$ cat src/rtl/paint_pixel_gen.sv
// Paint canvas pixel colour and 8x8 cursor generator; CURSOR_BLINK_EN adds 16-frame cursor blink.
// Latency: RGB 1 clk after x_in/y_in; cursor moves only at frame start; no backpressure.
module paint_pixel_gen #(
    parameter logic [3:0] BG_R      = 4'd0,
    parameter logic [3:0] BG_G      = 4'd0,
    parameter logic [3:0] BG_B      = 4'd8,
    parameter int         FAST_STEP = 4
) (
    input  logic       clk,
    input  logic       rst,
    input  logic [9:0] x_in,
    input  logic [8:0] y_in,
    input  logic       btn_left,
    input  logic       btn_right,
    input  logic       btn_up,
    input  logic       btn_down,
    input  logic       fast,
    output logic [3:0] R,
    output logic [3:0] G,
    output logic [3:0] B,
    output logic [9:0] cur_x,
    output logic [8:0] cur_y,
    output logic       frame_tick
);

    localparam logic [10:0] MAX_X = 11'd632;
    localparam logic [9:0]  MAX_Y = 10'd472;

    logic [3:0]  r_r, r_g, r_b;
    logic [9:0]  r_cur_x;
    logic [8:0]  r_cur_y;
    logic        r_frame_tick;

    logic        w_frame_start;
    logic        w_visible;
    logic [9:0]  w_px;
    logic [8:0]  w_py;
    logic        w_border;
    logic        w_on_cursor;
    logic        w_cursor_en;
    logic [10:0] w_step_x;
    logic [9:0]  w_step_y;
    logic [10:0] w_x_dec, w_x_inc;
    logic [9:0]  w_y_dec, w_y_inc;
    logic [9:0]  w_next_x;
    logic [8:0]  w_next_y;
    logic [3:0]  w_r, w_g, w_b;

    assign w_frame_start = (x_in == 10'd0) && (y_in == 9'd0);
    assign w_visible     = (x_in >= 10'd64) && (x_in <= 10'd703) &&
                           (y_in >= 9'd16)  && (y_in <= 9'd495);
    assign w_px          = x_in - 10'd64;
    assign w_py          = y_in - 9'd16;
    assign w_border      = (w_px == 10'd0) || (w_px == 10'd639) ||
                           (w_py == 9'd0)  || (w_py == 9'd479);
    assign w_on_cursor   = (w_px >= r_cur_x) && ({1'b0, w_px} <= {1'b0, r_cur_x} + 11'd7) &&
                           (w_py >= r_cur_y) && ({1'b0, w_py} <= {1'b0, r_cur_y} + 10'd7);

`ifdef CURSOR_BLINK_EN
    logic [4:0] r_frame_cnt;

    always_ff @(posedge clk or posedge rst) begin
        if (rst)
            r_frame_cnt <= 5'd0;
        else if (w_frame_start)
            r_frame_cnt <= r_frame_cnt + 5'd1;
    end

    assign w_cursor_en = ~r_frame_cnt[4];
`else
    assign w_cursor_en = 1'b1;
`endif

    // One extra bit on each side of the clamp exposes borrow/carry past the limits.
    assign w_step_x = fast ? 11'(FAST_STEP) : 11'd1;
    assign w_step_y = fast ? 10'(FAST_STEP) : 10'd1;
    assign w_x_dec  = {1'b0, r_cur_x} - w_step_x;
    assign w_x_inc  = {1'b0, r_cur_x} + w_step_x;
    assign w_y_dec  = {1'b0, r_cur_y} - w_step_y;
    assign w_y_inc  = {1'b0, r_cur_y} + w_step_y;

    always_comb begin
        w_next_x = r_cur_x;
        w_next_y = r_cur_y;
        if (btn_left && !btn_right)
            w_next_x = w_x_dec[10] ? 10'd0 : w_x_dec[9:0];
        else if (btn_right && !btn_left)
            w_next_x = (w_x_inc > MAX_X) ? MAX_X[9:0] : w_x_inc[9:0];
        if (btn_up && !btn_down)
            w_next_y = w_y_dec[9] ? 9'd0 : w_y_dec[8:0];
        else if (btn_down && !btn_up)
            w_next_y = (w_y_inc > MAX_Y) ? MAX_Y[8:0] : w_y_inc[8:0];
    end

    always_comb begin
        w_r = 4'd0;
        w_g = 4'd0;
        w_b = 4'd0;
        if (w_visible) begin
            if (w_on_cursor && w_cursor_en) begin
                w_r = 4'hF;
            end else if (w_border) begin
                w_r = 4'hF;
                w_g = 4'hF;
                w_b = 4'hF;
            end else begin
                w_r = BG_R;
                w_g = BG_G;
                w_b = BG_B;
            end
        end
    end

    always_ff @(posedge clk or posedge rst) begin
        if (rst) begin
            r_r          <= 4'd0;
            r_g          <= 4'd0;
            r_b          <= 4'd0;
            r_cur_x      <= 10'd0;
            r_cur_y      <= 9'd0;
            r_frame_tick <= 1'b0;
        end else begin
            r_r          <= w_r;
            r_g          <= w_g;
            r_b          <= w_b;
            r_frame_tick <= w_frame_start;
            if (w_frame_start) begin
                r_cur_x <= w_next_x;
                r_cur_y <= w_next_y;
            end
        end
    end

    assign R          = r_r;
    assign G          = r_g;
    assign B          = r_b;
    assign cur_x      = r_cur_x;
    assign cur_y      = r_cur_y;
    assign frame_tick = r_frame_tick;

endmodule

$ cat config.mk
export PLATFORM = sky130hd
export DESIGN_NAME = paint_pixel_gen
export DESIGN_NICKNAME = d
export VERILOG_FILES = /design/src/rtl/paint_pixel_gen.sv
export SDC_FILE = /design/constraint.sdc
export NUM_CORES = 1
export LEC_CHECK = 0
export ABC_CLOCK_PERIOD_IN_PS = 2600
export CORE_AREA = 2 2 88 90
export CTS_BUF_LIST = sky130_fd_sc_hd__clkbuf_4 sky130_fd_sc_hd__clkbuf_8
export DETAILED_ROUTE_END_ITERATION = 7
export DIE_AREA = 0 0 90 92
export HOLD_SLACK_MARGIN = 0.06
export PLACE_DENSITY_LB_ADDON = 0.3
export SKIP_CTS_REPAIR_TIMING = 1
export SLEW_MARGIN = 20
export SYNTH_ARGS = -nofsm -noshare
export SYNTH_HDL_FRONTEND = slang
export SYNTH_SLANG_ARGS = --single-unit
export TNS_END_PERCENT = 50
$ cat constraint.sdc
create_clock -name clk -period 2.6 [get_ports clk]
set_input_delay 0.39 -clock clk [delete_from_list [all_inputs] [get_ports clk]]
set_output_delay 0.39 -clock clk [all_outputs]
set_load 0.05 [all_outputs]
== Word level (Yosys, flattened, before mapping) ==
Index checks and enable logic that the tools add are counted.
Storage, ports and cells
  input port bits: 26
  output and inout bits: 32
  word-level logic and storage cells: 70
  register bits after elaboration: 32
Operators by class
  add/sub/neg operators: 8
  reduce and logical (&&, ||, !) cells: 26
  equal/unequal tests: 2
  order comparisons: 10
  multiplexer cells: 18
Operators by type and width (count)
  2-to-1 mux 10 bit: 4
  2-to-1 mux 9 bit: 4
  2-to-1 mux 4 bit: 7
  logical NOT 10 bit: 2
  logical NOT 9 bit: 2
  adder 10 x 3 -> 11 bit: 1
  adder 10 x 3 -> 11 bit (second input constant): 1
  greater-than comparator 11 x 10 -> 1 bit (second input constant): 1
  less-or-equal comparator 10 x 11 -> 1 bit: 1
  logical AND 1 bit: 11
  subtractor 10 x 3 -> 11 bit: 1
  adder 9 x 3 -> 10 bit: 1
  adder 9 x 3 -> 10 bit (second input constant): 1
  == test 10 bit (second input constant): 1
  >= comparator 10 bit: 1
  >= comparator 10 x 7 -> 1 bit (second input constant): 1
  greater-than comparator 10 x 9 -> 1 bit (second input constant): 1
  less-or-equal comparator 10 bit (second input constant): 1
  less-or-equal comparator 9 x 10 -> 1 bit: 1
  subtractor 10 x 7 -> 10 bit (second input constant): 1
  subtractor 9 x 3 -> 10 bit: 1
  == test 9 bit (second input constant): 1
  >= comparator 9 x 5 -> 1 bit (second input constant): 1
  >= comparator 9 bit: 1
  other kinds (7): 16

== Logic depth before layout (Yosys ltp) ==
  depth in word-level cells: 8
  gate-level depth with buffers: 13
  mapped depth without buffers: 13

== Worst setup path after synthesis ==
OpenSTA, ideal clock, no wires.
  kind: register to register
  from: reg r_cur_x[3] (netlist: cur_x[3])
  to: reg r_b[2] (netlist: B[2])
  period minus slack after synthesis: 2.921 ns
  path slack: -0.321 ns
  cell stages (with the launch flop): 12
  setup time: 0.134 ns
  data required time: 2.466 ns
  arrival time: 2.787 ns
  path buffers: 1
  path through: dfrtp_1 clkbuf_1 nand3_1 a21oi_1 nand3_1 xnor2_1 ha_1 a21o_1 a211o_1 o21ai_0 nand3_1 nor3b_1
Between the ends
  longest elaborated chain between the ends: 7
  elaborated cells on any way between the ends: 8
  classes of those cells: 1 x add/sub; 2 x order compare; 2 x mux; 3 x reduce/logical
Ends and longest elaborated chain
  start, declared: RTL line 30  | logic [9:0] r_cur_x;
  start signal, assigned: RTL line 128  | r_cur_x <= w_next_x;
  adder 10 x 3 -> 11 bit: RTL line 56  | assign w_on_cursor = (w_px >= r_cur_x) && ({1'b0, w_px} <= {1'b0, r_cur_x} + 11'd7) &&
  less-or-equal comparator 10 x 11 -> 1 bit: RTL line 56
  logical AND 1 bit (*) (2 in series): RTL line 56
  logical AND 1 bit (*): RTL line 57  | (w_py >= r_cur_y) && ({1'b0, w_py} <= {1'b0, r_cur_y} + 10'd7);
  2-to-1 mux 4 bit (*): RTL line 100  | if (w_on_cursor && w_cursor_en) begin
  2-to-1 mux 4 bit (*): RTL line 99  | if (w_visible) begin
  end signal, assigned: RTL line 125  | r_b <= w_b;
  end, declared: RTL line 29  | logic [3:0] r_r, r_g, r_b;
Every way passes the cells marked *; elsewhere a longest branch is shown, timed or not.
A chain may end at the register's enable or synchronous reset.

== Worst setup path after layout ==
  from: in y_in[4]
  to: reg r_b[2] (netlist: B[2])
Between the ends
  longest elaborated chain between the ends: 7
  elaborated cells on any way between the ends: 16
  classes of those cells: 1 x add/sub; 4 x order compare; 1 x eq/ne; 3 x mux; 7 x reduce/logical
Ends and longest elaborated chain
  start, declared: RTL line 12  | input logic [8:0] y_in,
  parallel branches: the longest is 6 deep, another holds subtractor 9 x 5 -> 9 bit
  2-to-1 mux 4 bit (*): RTL line 99
Every way passes the cells marked *.

==> impl_metrics.yaml <==
synthesis:
  synth_ff_type: "dfrtp_1"
  synth_edf_count: 0
  synth_nets: 564
  synthAdderAreaFrac_pct: 21.1
  synth_cell_type_count: 70
  yosys_warnings: 0
  synth.cell_area_sq_um: 3680
  synthArstFlopShare_pct: 100
  muxShareOfSynthArea_pct: 0.306
  syn_avg_cell_area_sq_um: 7.73
  ys_seq_area_share_pct: 15.6
  synth_compound_area_share_pct: 24.7
  yosys.area_share.simple_pct: 23.1
  syn_inst: 476
  synth_top_family_by_area: "compound AO/OA/AOI/OAI gates"
  synth-xor-area-share_pct: 7.38
  ys_seq_elements: 23
setup_path:
  arrival_ns: 2.75
  critPathLaunchType: "input pin"
  crit_fanout: 3
  max_stage_delay_ns: 0.49
  cp.required_ns: 2.77
  cp-end-kind: "register"
  reg2reg_slack_ns: 0.03
  crit_type: "input pin to register"
  crit_path_cell_trace: "clkdlybuf4s50_1, inv_2, ha_4, xnor2_2, inv_1, ha_1, a21oi_1, nor2b_1, o41ai_2, a21boi_2, nand3_2, nor3b_2"
  slowest_stage: "clkdlybuf4s50_1"
grt:
  grt_max_degree: 24
  grt_overflow: 0
  grt_pass1_vias: 3971
  grt_pass1_wl_microns: 19900
  track_usage_pct: 29.4
  antenna_found_initial: 0
floorplanning:
  io_pins: 58
  die_y_microns: 92
  design.die.area_sq_um: 8280
  initial_core_util_pct: 49.4
  die_x_microns: 90
  core_region_area_sq_um: 7450
  rows: 32
layout:
  n_antenna_cell: 0
  sequential_cell_area_sq_um: 592
  nets: 704
  final_common_cell: "buf_4"
  syn2layout_area_growth_pct: 45.5
  utilization_pct: 71.9
  final_cells: 717
  final_cell_mix: "buf_4, ha_1, clkdlybuf4s50_1, nor2_1, inv_1"
  multi_input_area_sq_um: 3090
  layout-drive-gt1-share_pct: 27.8
  nFillCells: 600
sta:
  clock_skew_ns: 0.00454
  min_period_ns: 2.58
  fin_crit_sh_pct: 99.2
  hold_viol: 0
  setup_viol: 0
  setup_tns_ns: 0
  worst_slew_pin_slew_ns: 0.569
  max_freq_mhz: 388
  max_slew_margin_pct: 62.1
  slew_viol_final: 0
  setup_ws_ns: 0.0207
route:
  drtPass1Iterations: 6
  drt_iter0_drc: 313
  vias: 4291
  routed_via_density: 5.98
  drtAntennaViolNets: 0
  drc: 0
  wirelength_microns: 12800
  wl_per_cell_microns: 17.9
power_and_ir_drop:
  power_density_nw_per_um2: 195
  p_sw_share_pct: 35.3
  pwr-share-comb_pct: 40.8
  vdd_ir_drop_max_v: 0.000187
  internal_power_w: 0.000675
  seq_power_share_pct: 34.7
  power_frac_clock_pct: 24.6
  netSwitchingPower_w: 0.000369
  p_leak_nw: 2.31
clocking:
  cts_buffers: 3
  cts_max_level: 1
  cts_sinks: 23
  root_buffer: "clkbuf_8"
  clk_latency_ns: 0.28
  cts.reportedPaths.clkPinSlew_ns: 0.10
  cts_max_path_buffers: 2
  cts_tree: "yes"
placed_design:
  io_buffers: 57
  dp_hpwl_microns: 9760
  place_congestion: 0.964
  placedCellCount: 709
  dpl_worst_slack_ns: -0.574
flow_run:
  max_cap_violations: 0
status:
  outcome: "finished, final reports clean"
hold_path:
  worstHoldPathType: "input pin to async pin"
-- final cells by class --
type                       count  share of cell area, %
tap                          102                   2.38
clock buffer                   3                  0.771
sequential                    23                   11.1
timing repair buffer         161                   25.3
clock inverter                 1                 0.0935
multi-input combinational    389                   57.7
inverter                      38                   2.71
-- logic make-up after synthesis --
logic type,Yosys count
and+or+nand+nor,162
AOI/OAI and AO/OA,132
buffers and inverters,65
adders and majority gates,62
xor gates and xnor gates,31
DFF,23
muxes,1
-- path summary, 6_finish.rpt --
path / startpoint / endpoint / cells past startpoint
max: y_in[4] / B[2] / 12
min: rst / cur_y[6] / 3
max reg2reg: cur_y[4] / B[2] / 11
min reg2reg: cur_x[0] / cur_x[0] / 3
max in group asynchronous: rst / cur_x[4] / 3
min in group clk: cur_x[0] / cur_x[0] / 3
-- power by group through the flow --
stage	clock network [W]	logic (W)	registers (W)
floorplan	0	0.000193	0.000379
global placement	0	0.000374	0.000368
detailed placement	0	0.000388	0.000369
CTS	0.000256	0.000391	0.000362
global route	0.000271	0.000464	0.000363
finish	0.000257	0.000426	0.000362
-- registers in the layout, summed over array words and instances, names as in the netlist --
register,cells
B,2
R,1
cur_x,10
cur_y,9
frame_tick,1
-- worst max-delay path, delay by kind of cell --
family	cells	cell delay [ns]
buf+inv	3	0.64
xor+xnor	1	0.20
compound gates	3	0.66
simple gates	3	0.37
fa+ha+maj	2	0.49
-- stage by stage --
stage | instance area (sq um) | total power, W | hold WS, ns
finish | 5350 | 0.00104 | 0.446
global route | 5350 | 0.00110 | 0.485
CTS | 5070 | 0.00101 | 0.466
detailed placement | 5030 | 0.000757 | 0.634
global placement | 5030 | 0.000743 | 0.625
floorplan | 3730 | 0.000573 | 0.391
-- cell usage after synthesis (2+ instances only) --
cell       number  area (sq um)
ha_1           62           776
nor2_1         38           143
inv_1          37           139
a21oi_1        32           160
nand2_1        31           116
o21ai_0        27           135
xnor2_1        27           236
dfrtp_1        23           576
nor3_1         20           100
nand3_1        17          85.1
clkbuf_1       15          56.3
nor2b_1        10          62.6
buf_4           9          67.6
a211oi_1        7          52.6
nand4_1         7          43.8
nor4_1          7          43.8
o31ai_1         7          52.6
or3_1           7          43.8
a21o_1          5          37.5
a31oi_1         4          25.0
and4_1          4          35.0
o21a_1          4          30.0
xor2_1          4          35.0
a22oi_1         3          22.5
and3_1          3          18.8
nand2b_1        3          18.8
nor3b_1         3          22.5
o2111ai_1       3          26.3
o22ai_1         3          18.8
o311ai_0        3          26.3
a21boi_0        2          15.0
a32oi_1         2          17.5
a41oi_1         2          17.5
and2b_1         2          15.0
and3b_1         2          17.5
buf_2           2          10.0
o211ai_1        2          15.0
o211ai_2        2          25.0
o22a_1          2          17.5
o32ai_1         2          17.5
o41ai_1         2          17.5
-- metal layers --
metal  vias up  part of all wire, %  GRT usage (%)
li1       2025                    -              -
met1      2037                   44           42.2
met2       204                   46           47.7
met3        25                  8.0           3.62
met4         0                  1.9           5.90
met5         -                    0              0
(Power assumes the default switching activity.)
